$ cat src/rtl/md_pkg.sv
// Shared constants for the multiply/divide path: MDOp encodings, default
// latencies (common to the mult/div unit and its issue controller) and FSM states.
package md_pkg;

    localparam logic [2:0] MD_MULT  = 3'd0;
    localparam logic [2:0] MD_MULTU = 3'd1;
    localparam logic [2:0] MD_DIV   = 3'd2;
    localparam logic [2:0] MD_DIVU  = 3'd3;
    localparam logic [2:0] MD_MTHI  = 3'd4;
    localparam logic [2:0] MD_MTLO  = 3'd5;

    localparam int MD_MULT_CYCLES = 5;
    localparam int MD_DIV_CYCLES  = 10;

    typedef enum logic [1:0] {
        ST_IDLE = 2'd0,
        ST_MUL  = 2'd1,
        ST_DIV  = 2'd2
    } md_state_e;

endpackage

$ cat src/rtl/md_stall_counter.sv
// Free-running event counter: adds one on every edge where inc is high,
// wrapping silently at 2^W.
module md_stall_counter #(
    parameter int W = 32
) (
    input  logic         clk,
    input  logic         reset,
    input  logic         inc,
    output logic [W-1:0] count
);

    // NOTE: sequential state is always assigned with <= so every flop samples
    // the pre-edge values, independent of block ordering.
    always_ff @(posedge clk) begin
        if (reset) begin
            count <= '0;
        end else if (inc) begin
            count <= count + 1'b1;
        end
    end

endmodule

$ cat src/rtl/md_issue_ctrl.sv
// Issue/hazard controller for the mult/div unit: start pulses, shadow busy
// countdown, D-stage stall generation, stall statistics and Busy cross-check.
module md_issue_ctrl
    import md_pkg::*;
#(
    parameter int MULT_CYCLES = MD_MULT_CYCLES,
    parameter int DIV_CYCLES  = MD_DIV_CYCLES,
    parameter int CNT_W       = 4
) (
    input  logic        clk,
    input  logic        reset,
    input  logic        d_md_use,
    input  logic        e_md_req,
    input  logic [2:0]  e_mdop,
    input  logic        e_flush,
    input  logic        md_busy,
    output logic        md_start,
    output logic [2:0]  md_op,
    output logic        stall_d,
    output logic        busy,
    output logic [31:0] stall_cnt,
    output logic        busy_mismatch
);

    md_state_e        state;
    logic [CNT_W-1:0] cnt;

    assign busy  = (state != ST_IDLE);
    assign md_op = e_mdop;

    // NOTE: start and stall are combinational so a request arriving on the
    // cycle busy falls issues with no bubble; everything else is a flop.
    assign md_start = e_md_req & ~e_flush & ~busy & (e_mdop <= MD_MTLO);
    assign stall_d  = d_md_use & (busy | (md_start & (e_mdop <= MD_DIVU)));

    always_ff @(posedge clk) begin
        if (reset) begin
            state         <= ST_IDLE;
            cnt           <= '0;
            busy_mismatch <= 1'b0;
        end else begin
            if (busy != md_busy) begin
                busy_mismatch <= 1'b1;
            end
            case (state)
                ST_IDLE: begin
                    // mthi/mtlo complete on the start edge and leave us idle.
                    if (md_start && e_mdop <= MD_MULTU) begin
                        state <= ST_MUL;
                        cnt   <= CNT_W'(MULT_CYCLES - 1);
                    end else if (md_start && e_mdop <= MD_DIVU) begin
                        state <= ST_DIV;
                        cnt   <= CNT_W'(DIV_CYCLES - 1);
                    end
                end
                default: begin
                    if (cnt == '0) begin
                        state <= ST_IDLE;
                    end else begin
                        cnt <= cnt - 1'b1;
                    end
                end
            endcase
        end
    end

    md_stall_counter #(
        .W(32)
    ) u_stall_counter (
        .clk   (clk),
        .reset (reset),
        .inc   (stall_d),
        .count (stall_cnt)
    );

endmodule

$ cat config.mk
export PLATFORM = sky130hd
export DESIGN_NAME = md_issue_ctrl
export DESIGN_NICKNAME = d
export VERILOG_FILES = /design/src/rtl/md_pkg.sv /design/src/rtl/md_stall_counter.sv /design/src/rtl/md_issue_ctrl.sv
export SDC_FILE = /design/constraint.sdc
export NUM_CORES = 1
export LEC_CHECK = 0
export ABC_CLOCK_PERIOD_IN_PS = 1900
export CAP_MARGIN = 20
export CORE_ASPECT_RATIO = 1.5
export CORE_MARGIN = 10
export CORE_UTILIZATION = 30
export DETAILED_ROUTE_END_ITERATION = 12
export PLACE_DENSITY = 0.56
export SLEW_MARGIN = 20
export SYNTH_ARGS = -nofsm -noshare
export SYNTH_HDL_FRONTEND = slang
export SYNTH_SLANG_ARGS = --single-unit
$ cat constraint.sdc
create_clock -name clk -period 1.9 [get_ports clk]
set_clock_uncertainty 0.05 [all_clocks]
set_input_delay 0.38 -clock clk [delete_from_list [all_inputs] [get_ports clk]]
set_output_delay 0.38 -clock clk [all_outputs]
set_load 0.01 [all_outputs]
# --- Yosys cells after proc, flatten, opt, wreduce, memory -nomap -nowiden ---
# Index checks and enable logic that the tools add are counted.
word_totals:
  reg_bits: 39
  word_cells: 36
op_classes:
  muxes: 8
  addsub: 2
  n_eq_ne: 3
  magnitude_cmp: 3
  n_reduce_logical: 8
  bitwise_logic: 8
ops:
  columns: ["op", "n"]
  rows:
  - ["$add 32x1->32 const B", 1]
  - ["$mux 4", 4]
  - ["$mux 2", 4]
  - ["$and 1x1->1", 5]
  - ["$logic_not 4->1", 1]
  - ["$reduce_and 2->1", 2]
  - ["$reduce_bool 2->1", 2]
  - ["$sub 4x1->4 const B", 1]
  - ["$le 3x1->1 const B", 1]
  - ["$le 3x2->1 const B", 1]
  - ["$le 3x3->1 const B", 1]
  - ["$ne 3x3->1 const B", 1]
  - ["$logic_and 1x1->1", 2]
  - ["$logic_not 2->1", 1]
  - ["$ne 2x1->1 const B", 1]
  - ["$not 1->1", 2]
  - ["$ne 1x1->1", 1]
  - ["$or 1x1->1", 1]

# --- Depth between registers and ports, before layout ---
depth:
  ltp_word: 8
  mapped_depth: 7
  mapped_depth_nobuf: 6

# --- By module ---
# From an unflattened synthesis, not the netlist that was laid out.
unflattened:
  hier_cells: 230
  area_unflattened_um2: 1954.4
modules_own_cells:
  columns: ["module", "n_inst", "cells_per_inst", "area_per_inst_um2"]
  rows:
  - ["md_stall_counter", 1, 181, 1564.0]
  - ["md_issue_ctrl", 1, 49, 390.4]

# --- Worst setup path after synthesis ---
# Ideal clock, no wire load.
synth_path:
  kind: "flip-flop to output port"
  startpoint: "register state[1]"
  endpoint: "output md_start"
  arrival_ns: 1.432
  n_path_buf: 0
  setup_slack_ns: 0.038
  required_time_ns: 1.470
  path_stages_with_launch: 4
  path_cell_list: "dfxtp_1 > nor2_2 > inv_2 > a2111oi_0"
synth_between:
  elab_chain_cells: 4
synth_lines:
  columns: ["element", "line_no", "text"]
  rows:
  - ["from (decl)", "md_issue_ctrl.sv:25", "md_state_e state;"]
  - ["from (signal assigned)", "md_issue_ctrl.sv:38", "state <= ST_IDLE;"]
  - ["from (signal assigned)", "md_issue_ctrl.sv:49", "state <= ST_MUL;"]
  - ["from (signal assigned)", "md_issue_ctrl.sv:52", "state <= ST_DIV;"]
  - ["$reduce_bool 2->1", "md_issue_ctrl.sv:28", "assign busy = (state != ST_IDLE);"]
  - ["via busy", "md_issue_ctrl.sv:20", "output logic busy,"]
  - ["$not 1->1", "md_issue_ctrl.sv:33", "assign md_start = e_md_req & ~e_flush & ~busy & (e_mdop <= MD_MTLO);"]
  - ["$and 1x1->1 (2 in series)", "md_issue_ctrl.sv:33", null]
  - ["to (decl)", "md_issue_ctrl.sv:17", "output logic md_start,"]
# The timed path passes the listed nets, and every way through them passes these cells.

# --- Final worst setup path ---
layout_path:
  startpoint: "register state[1]"
  endpoint: "output stall_d"
layout_between:
  elab_chain_cells: 7
layout_lines:
  columns: ["element", "line_no", "text"]
  rows:
  - ["$reduce_bool 2->1 (*)", "md_issue_ctrl.sv:28", null]
  - ["$not 1->1", "md_issue_ctrl.sv:33", null]
  - ["$and 1x1->1 (2 in series)", "md_issue_ctrl.sv:33", null]
  - ["$and 1x1->1", "md_issue_ctrl.sv:34", "assign stall_d = d_md_use & (busy | (md_start & (e_mdop <= MD_DIVU)));"]
  - ["$or 1x1->1 (*)", "md_issue_ctrl.sv:34", null]
  - ["$and 1x1->1 (*)", "md_issue_ctrl.sv:34", null]
  - ["to (decl)", "md_issue_ctrl.sv:19", "output logic stall_d,"]
# Mark *: on every way between the ends. The rest lies on a longest branch, timed or not.

==> run_results.csv <==
group,metric,value,unit
global_routing,antenna_found_initial,0,
clock_network,htree_num_levels,2,
final_layout,drive_above_1_share,0.203,
sta,holdWs,0.422,ns
floorplan,die_h,121,µm
synthesis,syn-num-nets,246,
synthesis,synthArstFlopShare,0,
sta,drv_slew,0,
drt,drt_iter0_drc,68,
sta,setup-tns-final,0,ns
power,powerDensity,582,mW/mm²
global_routing,grt_usage,0.107,
hold_path,hold_depth,2,
clock_network,hold_buffers,0,
final_layout,synthToLayoutAreaGrowth,45.7,%
power,p_leak,1.09,nW
synthesis,synth_commonest_cells,"dfxtp_1 (39), a21oi_1 (25), nor2_1 (18)",
hold_path,hp-class,"flop to flop",
sta,fin_crit_sh,0.959,
global_routing,grt_pass1_wl,9350,µm
synthesis,yosys-top-cells-area,"dfxtp_1 (39%), a21oi_1 (6.2%), o31ai_1 (5.6%), or4_1 (5.6%), nor2_1 (3.3%)",
sta,period_minus_slack,1.82,ns
placement,portBuffers,45,
sta,tightest_slew,0.368,ns
clock_network,cts_tree,"built",
final_layout,fin_nets,325,
floorplan,start_util,0.310,
sta,timing.final.ws_setup,0.0778,ns
clock_network,cts_buffers,5,
floorplan,die_w,87.0,µm
sta,worst_slew_margin_rel,0.754,
setup_path,cp_max_fo,2,
final_layout,fin_area,0.00295,mm²
clock_network,clock_latency,0.29,ns
setup_path,start_kind,"flop",
clock_network,cts_buffer_depth,2,
synthesis,synth-edff-count,0,
drt,via_per_inst,5.11,
setup_path,worstReg2RegStart,"u_stall_counter.count[5]",
setup_path,cp.arrival,1.39,ns
final_layout,diodes,0,
final_layout,fill_cells,642,
sta,setup_violations,0,
clock_network,cts_root_buffer,"clkbuf_8",
floorplan,core_area,0.00653,mm²
clock_network,cts_sinks,39,
drt,dr.pass1.iters,4,
sta,fmaxAchievable,549,MHz
synthesis,synth_top_area_share,0.386,
setup_path,rrSetupSlack,0.14,ns
placement,dp_hpwl,4110,µm
synthesis,ys_seq_area_frac,0.386,
drt,wl_per_cell,14.0,µm
drt,routed_wl,5490,µm
sta,grt_setup_unrepaired,"false",
synthesis,synthCells,235,
placement,placed_area,0.00278,mm²
drt,drc,0,
global_routing,grt_max_degree,16,
synthesis,syn-cell-area,0.00202,mm²
synthesis,yosys_register_bits,39,
synthesis,yosys_warnings,0,
run_status,status,"completed",
floorplan,io_pins,48,
job,drv_cap,0,
sta,finalHoldViolations,0,
synthesis,synth_ff_type,"dfxtp_1",
setup_path,crit_start,"state[1]",
global_routing,first_global_vias,2002,
setup_path,worst_ep_required_time,1.47,ns
placement,gp_congestion,0.788,
global_routing,overflow,0,
floorplan,fp-row-count,36,
drt,dr_total_vias,1998,
hold_path,hp-start,"busy_mismatch",
power,vdd_drop_max,0.000420,V
synthesis,synth_cell_type_count,43,
synthesis,synth.most_common_cell,"dfxtp_1",
clock_network,clk_pin_slew,0.08,ns
drt,antenna_left,0,
synthesis,yosys.area.top_type,"dfxtp_1",
setup_path,reg2reg_depth,6,
setup_path,path_class,"flop to primary output",
synthesis,synth_area_per_cell,8.60,µm²
floorplan,die-area,0.0105,mm²
setup_path,end_kind,"primary output",
placement,pre_cts_ws,-0.485,ns
## logic make-up (layout without fill, tap and decap cells)
kind of cell             count (synthesis)  after routing  share of synthesized area
adder cells (fa/ha/maj)                  2              2                     0.0124
XOR/XNOR                                 9              9                     0.0390
AO/OA/AOI/OAI                           64             64                      0.206
multiplexers                             4              4                     0.0217
buffers and inverters                   23            103                     0.0563
AND/OR/NAND/NOR                         94             94                      0.278
flip-flops                              39             39                      0.386
## placed cells by master (no fill, tap or decap), types with 3 or more instances in the layout
| cell type | n |
|---|---|
| inv_1 | 9 |
| dfxtp_1 | 39 |
| nand2_1 | 11 |
| nor3_1 | 3 |
| clkdlybuf4s50_1 | 37 |
| buf_4 | 37 |
| clkbuf_8 | 6 |
| xor2_1 | 5 |
| dlygate4sd2_1 | 6 |
| o21ai_0 | 11 |
| nand3_1 | 7 |
| nor2b_1 | 4 |
| or4_1 | 15 |
| or3_1 | 9 |
| o31ai_1 | 15 |
| nor2_1 | 17 |
| nand4_1 | 4 |
| and2_1 | 4 |
| xnor2_1 | 4 |
| o211ai_1 | 4 |
| a21oi_1 | 24 |
| and3_1 | 6 |
## worst paths after layout
| path | to |
|---|---|
| worst max-delay path | stall_d |
| worst min-delay path | busy_mismatch |
| worst max register to register | u_stall_counter.count[23] |
| worst min register to register | busy_mismatch |
## power breakdown
group	total [mW]	internal [mW]	switching, mW
clock network	0.721	0.425	0.296
registers	0.838	0.829	0.00936
logic	0.154	0.0751	0.0786
## what timing repair did
item | 4_1_cts | 5_1_grt
setup endpoints to repair | 22 | 8
pin swaps | 2 | 3
cloned | 1 | 0
resized for setup | 15 | 8
setup buffers | 2 | 0
## registers in the layout, summed over array words and instances (netlist names)
| name | flops |
|---|---|
| busy_mismatch | 1 |
| u_stall_counter.count | 32 |
| state | 2 |
| cnt | 4 |
## worst max-delay path, stage by stage (launching register included)
cell and delay (ns):
dfxtp_1 0.33, buf_4 0.14, o21a_4 0.22, nor2_4 0.10
inv_1 0.04, dlygate4sd2_1 0.27
## per-layer routing
metal,track usage,part of all wire
met5,0,0
met4,0.0478,0.017
met3,0.0309,0.050
met2,0.186,0.51
met1,0.115,0.42
## area by class of cell
type / instances / area (µm²) / area share
multi-input combinational: 173 / 1160 / 0.395
sequential: 39 / 781 / 0.265
timing repair buffer: 85 / 752 / 0.255
tap: 76 / 95.1 / 0.0323
clock buffer: 6 / 82.6 / 0.0280
inverter: 10 / 37.5 / 0.0127
clock inverter: 2 / 35.0 / 0.0119
## per-stage QoR
stage	power, mW	cells	utilization
floorplan	0.935	235	-
global placement	1.01	380	0.426
detailed placement	1.01	380	0.426
CTS	1.73	391	0.447
global route	1.79	391	0.451
finish	1.71	391	0.451
No activity file was read; power rests on OpenSTA's default activity.
==> RTL edit (same settings) <==
`CNT_W`: 4 -> 6.
--- a/src/rtl/md_issue_ctrl.sv
+++ b/src/rtl/md_issue_ctrl.sv
@@ -5,7 +5,7 @@
 #(
     parameter int MULT_CYCLES = MD_MULT_CYCLES,
     parameter int DIV_CYCLES  = MD_DIV_CYCLES,
-    parameter int CNT_W       = 4
+    parameter int CNT_W       = 6
 ) (
     input  logic        clk,
     input  logic        reset,
Check against the original RTL: no difference found for any inputs over 10 cycles, from zero or initial values and one cycle with reset high; that may be too few to reach the edited logic, so the function may still have changed.
==> RTL edit against the unedited design <==
- routed wire length rose by 13%
- setup slack worse by 68 ps
- maximum frequency down 3.6%
- synthesized cell count grew 3.8%
- design area rose by 12%
- total power up 4.2%
- die area increased by 3.4%
- area after synthesis is 4.3% higher
- critical path depth down 1
- cell count rose by 6.9%
- sequential cell count increased by 2
- clock power is 1% higher
- sequential share of layout area decreased by 1.1 points
==> RTL edit: results (changes against the unedited design) <==
- First-pass GRT wire length: 10300 microns (was 9350 microns)
- Pin count of the biggest net entering global routing: 37 (was 16)
- Placed cells: 404 (was 380)
- Met3 WL post-DR: 343 microns (was 273 microns)
- Post-Synthesis Net Count: 256 (was 246)
- Post-route insts no fill: 418 (was 391)
- Share of cells above drive strength 1: 30.6% (was 20.3%)
- Synth area leaders: dfxtp_1 (39%), a21oi_1 (6.2%), o31ai_1 (6.1%), or4_1 (6.1%), nor2_1 (3.0%) (was dfxtp_1 (39%), a21oi_1 (6.2%), o31ai_1 (5.6%), or4_1 (5.6%), nor2_1 (3.3%))
- R2R Setup Slk: 9 ps (was 140 ps)
- Metal2 WL: 3290 microns (was 2800 microns)
- Antenna Cells: 0 (unchanged)
- Wl on met1: 2520 microns (was 2320 microns)
- Max rail drop VDD: 0.368 mV (was 0.420 mV)
- Hold wc startpoint: cnt[5]$_SDFFE_PP0P_ (was busy_mismatch$_SDFFE_PP0P_)
- Initial DRC count: 122 (was 68)
- Via count: 2249 (was 1998)
- Final Wtd Congestion: 0.785 (was 0.788)
- Vias in the first global route: 2209 (was 2002)
- Worst Hold Endpoint: cnt[5]$_SDFFE_PP0P_ (was busy_mismatch$_SDFFE_PP0P_)
- Largest regs: u_stall_counter.count (32), cnt (6), state (2) (was u_stall_counter.count (32), cnt (4), state (2))
- Mapped Avg Cell Area: 8.64 sq um (was 8.60 sq um)
- Detailed placement HPWL: 4450 microns (was 4110 microns)
- Status: complete, no violations (unchanged)
- CP Max Fanout: 6 (was 2)
- Worst reg2reg startpoint: u_stall_counter.count[13]$_SDFFE_PP0P_ (was u_stall_counter.count[5]$_SDFFE_PP0P_)
- GRT Total Usage: 11.5% (was 10.7%)
- Final hold slack: 429 ps (was 422 ps)
- Fin nets: 351 (was 325)
- WL per Instance: 14.9 microns (was 14.0 microns)
- Relative slew margins: 69.4% (was 75.4%)
- CTS clk-pin slew, worst paths: 80 ps (about the same)
- Crit path DAT: 2070 ps (was 1390 ps)
- Most common library cells after synthesis: dfxtp_1 (41), a21oi_1 (26), nor2_1 (17), o31ai_1 (17), or4_1 (17) (was dfxtp_1 (39), a21oi_1 (25), nor2_1 (18))
- Pre-CTS WS: -539 ps (was -485 ps)
- Drt first pass iters: 8 (was 4)
- Netlist cell types: 49 (was 43)
- Total placed instance area: 0.00300 sq mm (was 0.00278 sq mm)
- Reg2Reg Depth: 4 (was 6)
- Reg2Reg Capture Point: u_stall_counter.count[28]$_SDFFE_PP0P_ (was u_stall_counter.count[23]$_SDFFE_PP0P_)
- Seq/Total Area, Yosys: 38.9% (was 38.6%)
## RTL edit: cell count changes after synthesis, sizes merged, moves of 3 or more
cell,delta
o21ai,-5
clkbuf,+4
nand3,+3
or4,+3
or3,-6
buf,-3
and3,-4
and2,-3
nand4,+5
## RTL edit: repair_timing
| action | CTS | global route |
|---|---|---|
| endpoints found under the setup margin | 27 | 26 |
| gates cloned | 2 | 1 |
| pin swaps | 13 | 8 |
| buffers inserted | 1 | 2 |
| endpoints found under the hold margin | 0 | 0 |
| gates resized for setup | 20 | 23 |
## RTL edit: kinds of logic (layout without fill, tap and decap cells)
group,after synthesis,count (layout),share of synthesized area (%)
DFF,41,41,38.9
adders and majority gates,3,3,1.78
muxes,6,6,3.09
xor gates and xnor gates,8,8,3.32
and+or+nand+nor,97,99,27.4
AOI/OAI and AO/OA,66,66,20.4
buffers and inverters,23,117,5.10
## RTL edit: final cells by class
cell class                 instances  area [sq um]
clock buffer                       7          86.3
clock inverter                     1          30.0
fill                             687          3570
inverter                           9          33.8
multi-input combinational        182          1300
sequential                        41           833
tap                               78          97.6
timing repair buffer             100           905
## RTL edit: per-layer routing
layer  track usage, %  up-vias
met5                0        -
met4             3.04        0
met3             2.98        7
met2             21.2       52
met1             12.5     1064
li1                 -     1126
## RTL edit: how the worst max path moves through the flow
| stage | start | to | slack, ps | cells past startpoint |
|---|---|---|---|---|
| floorplan | e_flush | u_stall_counter.count[23]$_SDFFE_PP0P_ | 20 | 5 |
| detailed placement | e_flush | md_start | -540 | 4 |
| finish | u_stall_counter.count[13]$_SDFFE_PP0P_ | u_stall_counter.count[28]$_SDFFE_PP0P_ | 9 | 4 |
| global placement | e_flush | md_start | -540 | 4 |
| CTS | u_stall_counter.count[15]$_SDFFE_PP0P_ | u_stall_counter.count[24]$_SDFFE_PP0P_ | 7 | 4 |
| global route | u_stall_counter.count[15]$_SDFFE_PP0P_ | u_stall_counter.count[31]$_SDFFE_PP0P_ | -40 | 4 |
## RTL edit: power breakdown
group	leakage (nW)	switching, mW	total, mW	internal [mW]
sequential	0.336	0.00997	0.881	0.871
clock	0.0585	0.302	0.731	0.429
combinational	0.836	0.0874	0.173	0.0856
total	1.23	0.400	1.79	1.39
## RTL edit: critical path, stage by stage, from the launching register on
cell	delay, ps
dfxtp_2	340
nand4_1	180
or4_4	640
or4_1	490
a21oi_1	140
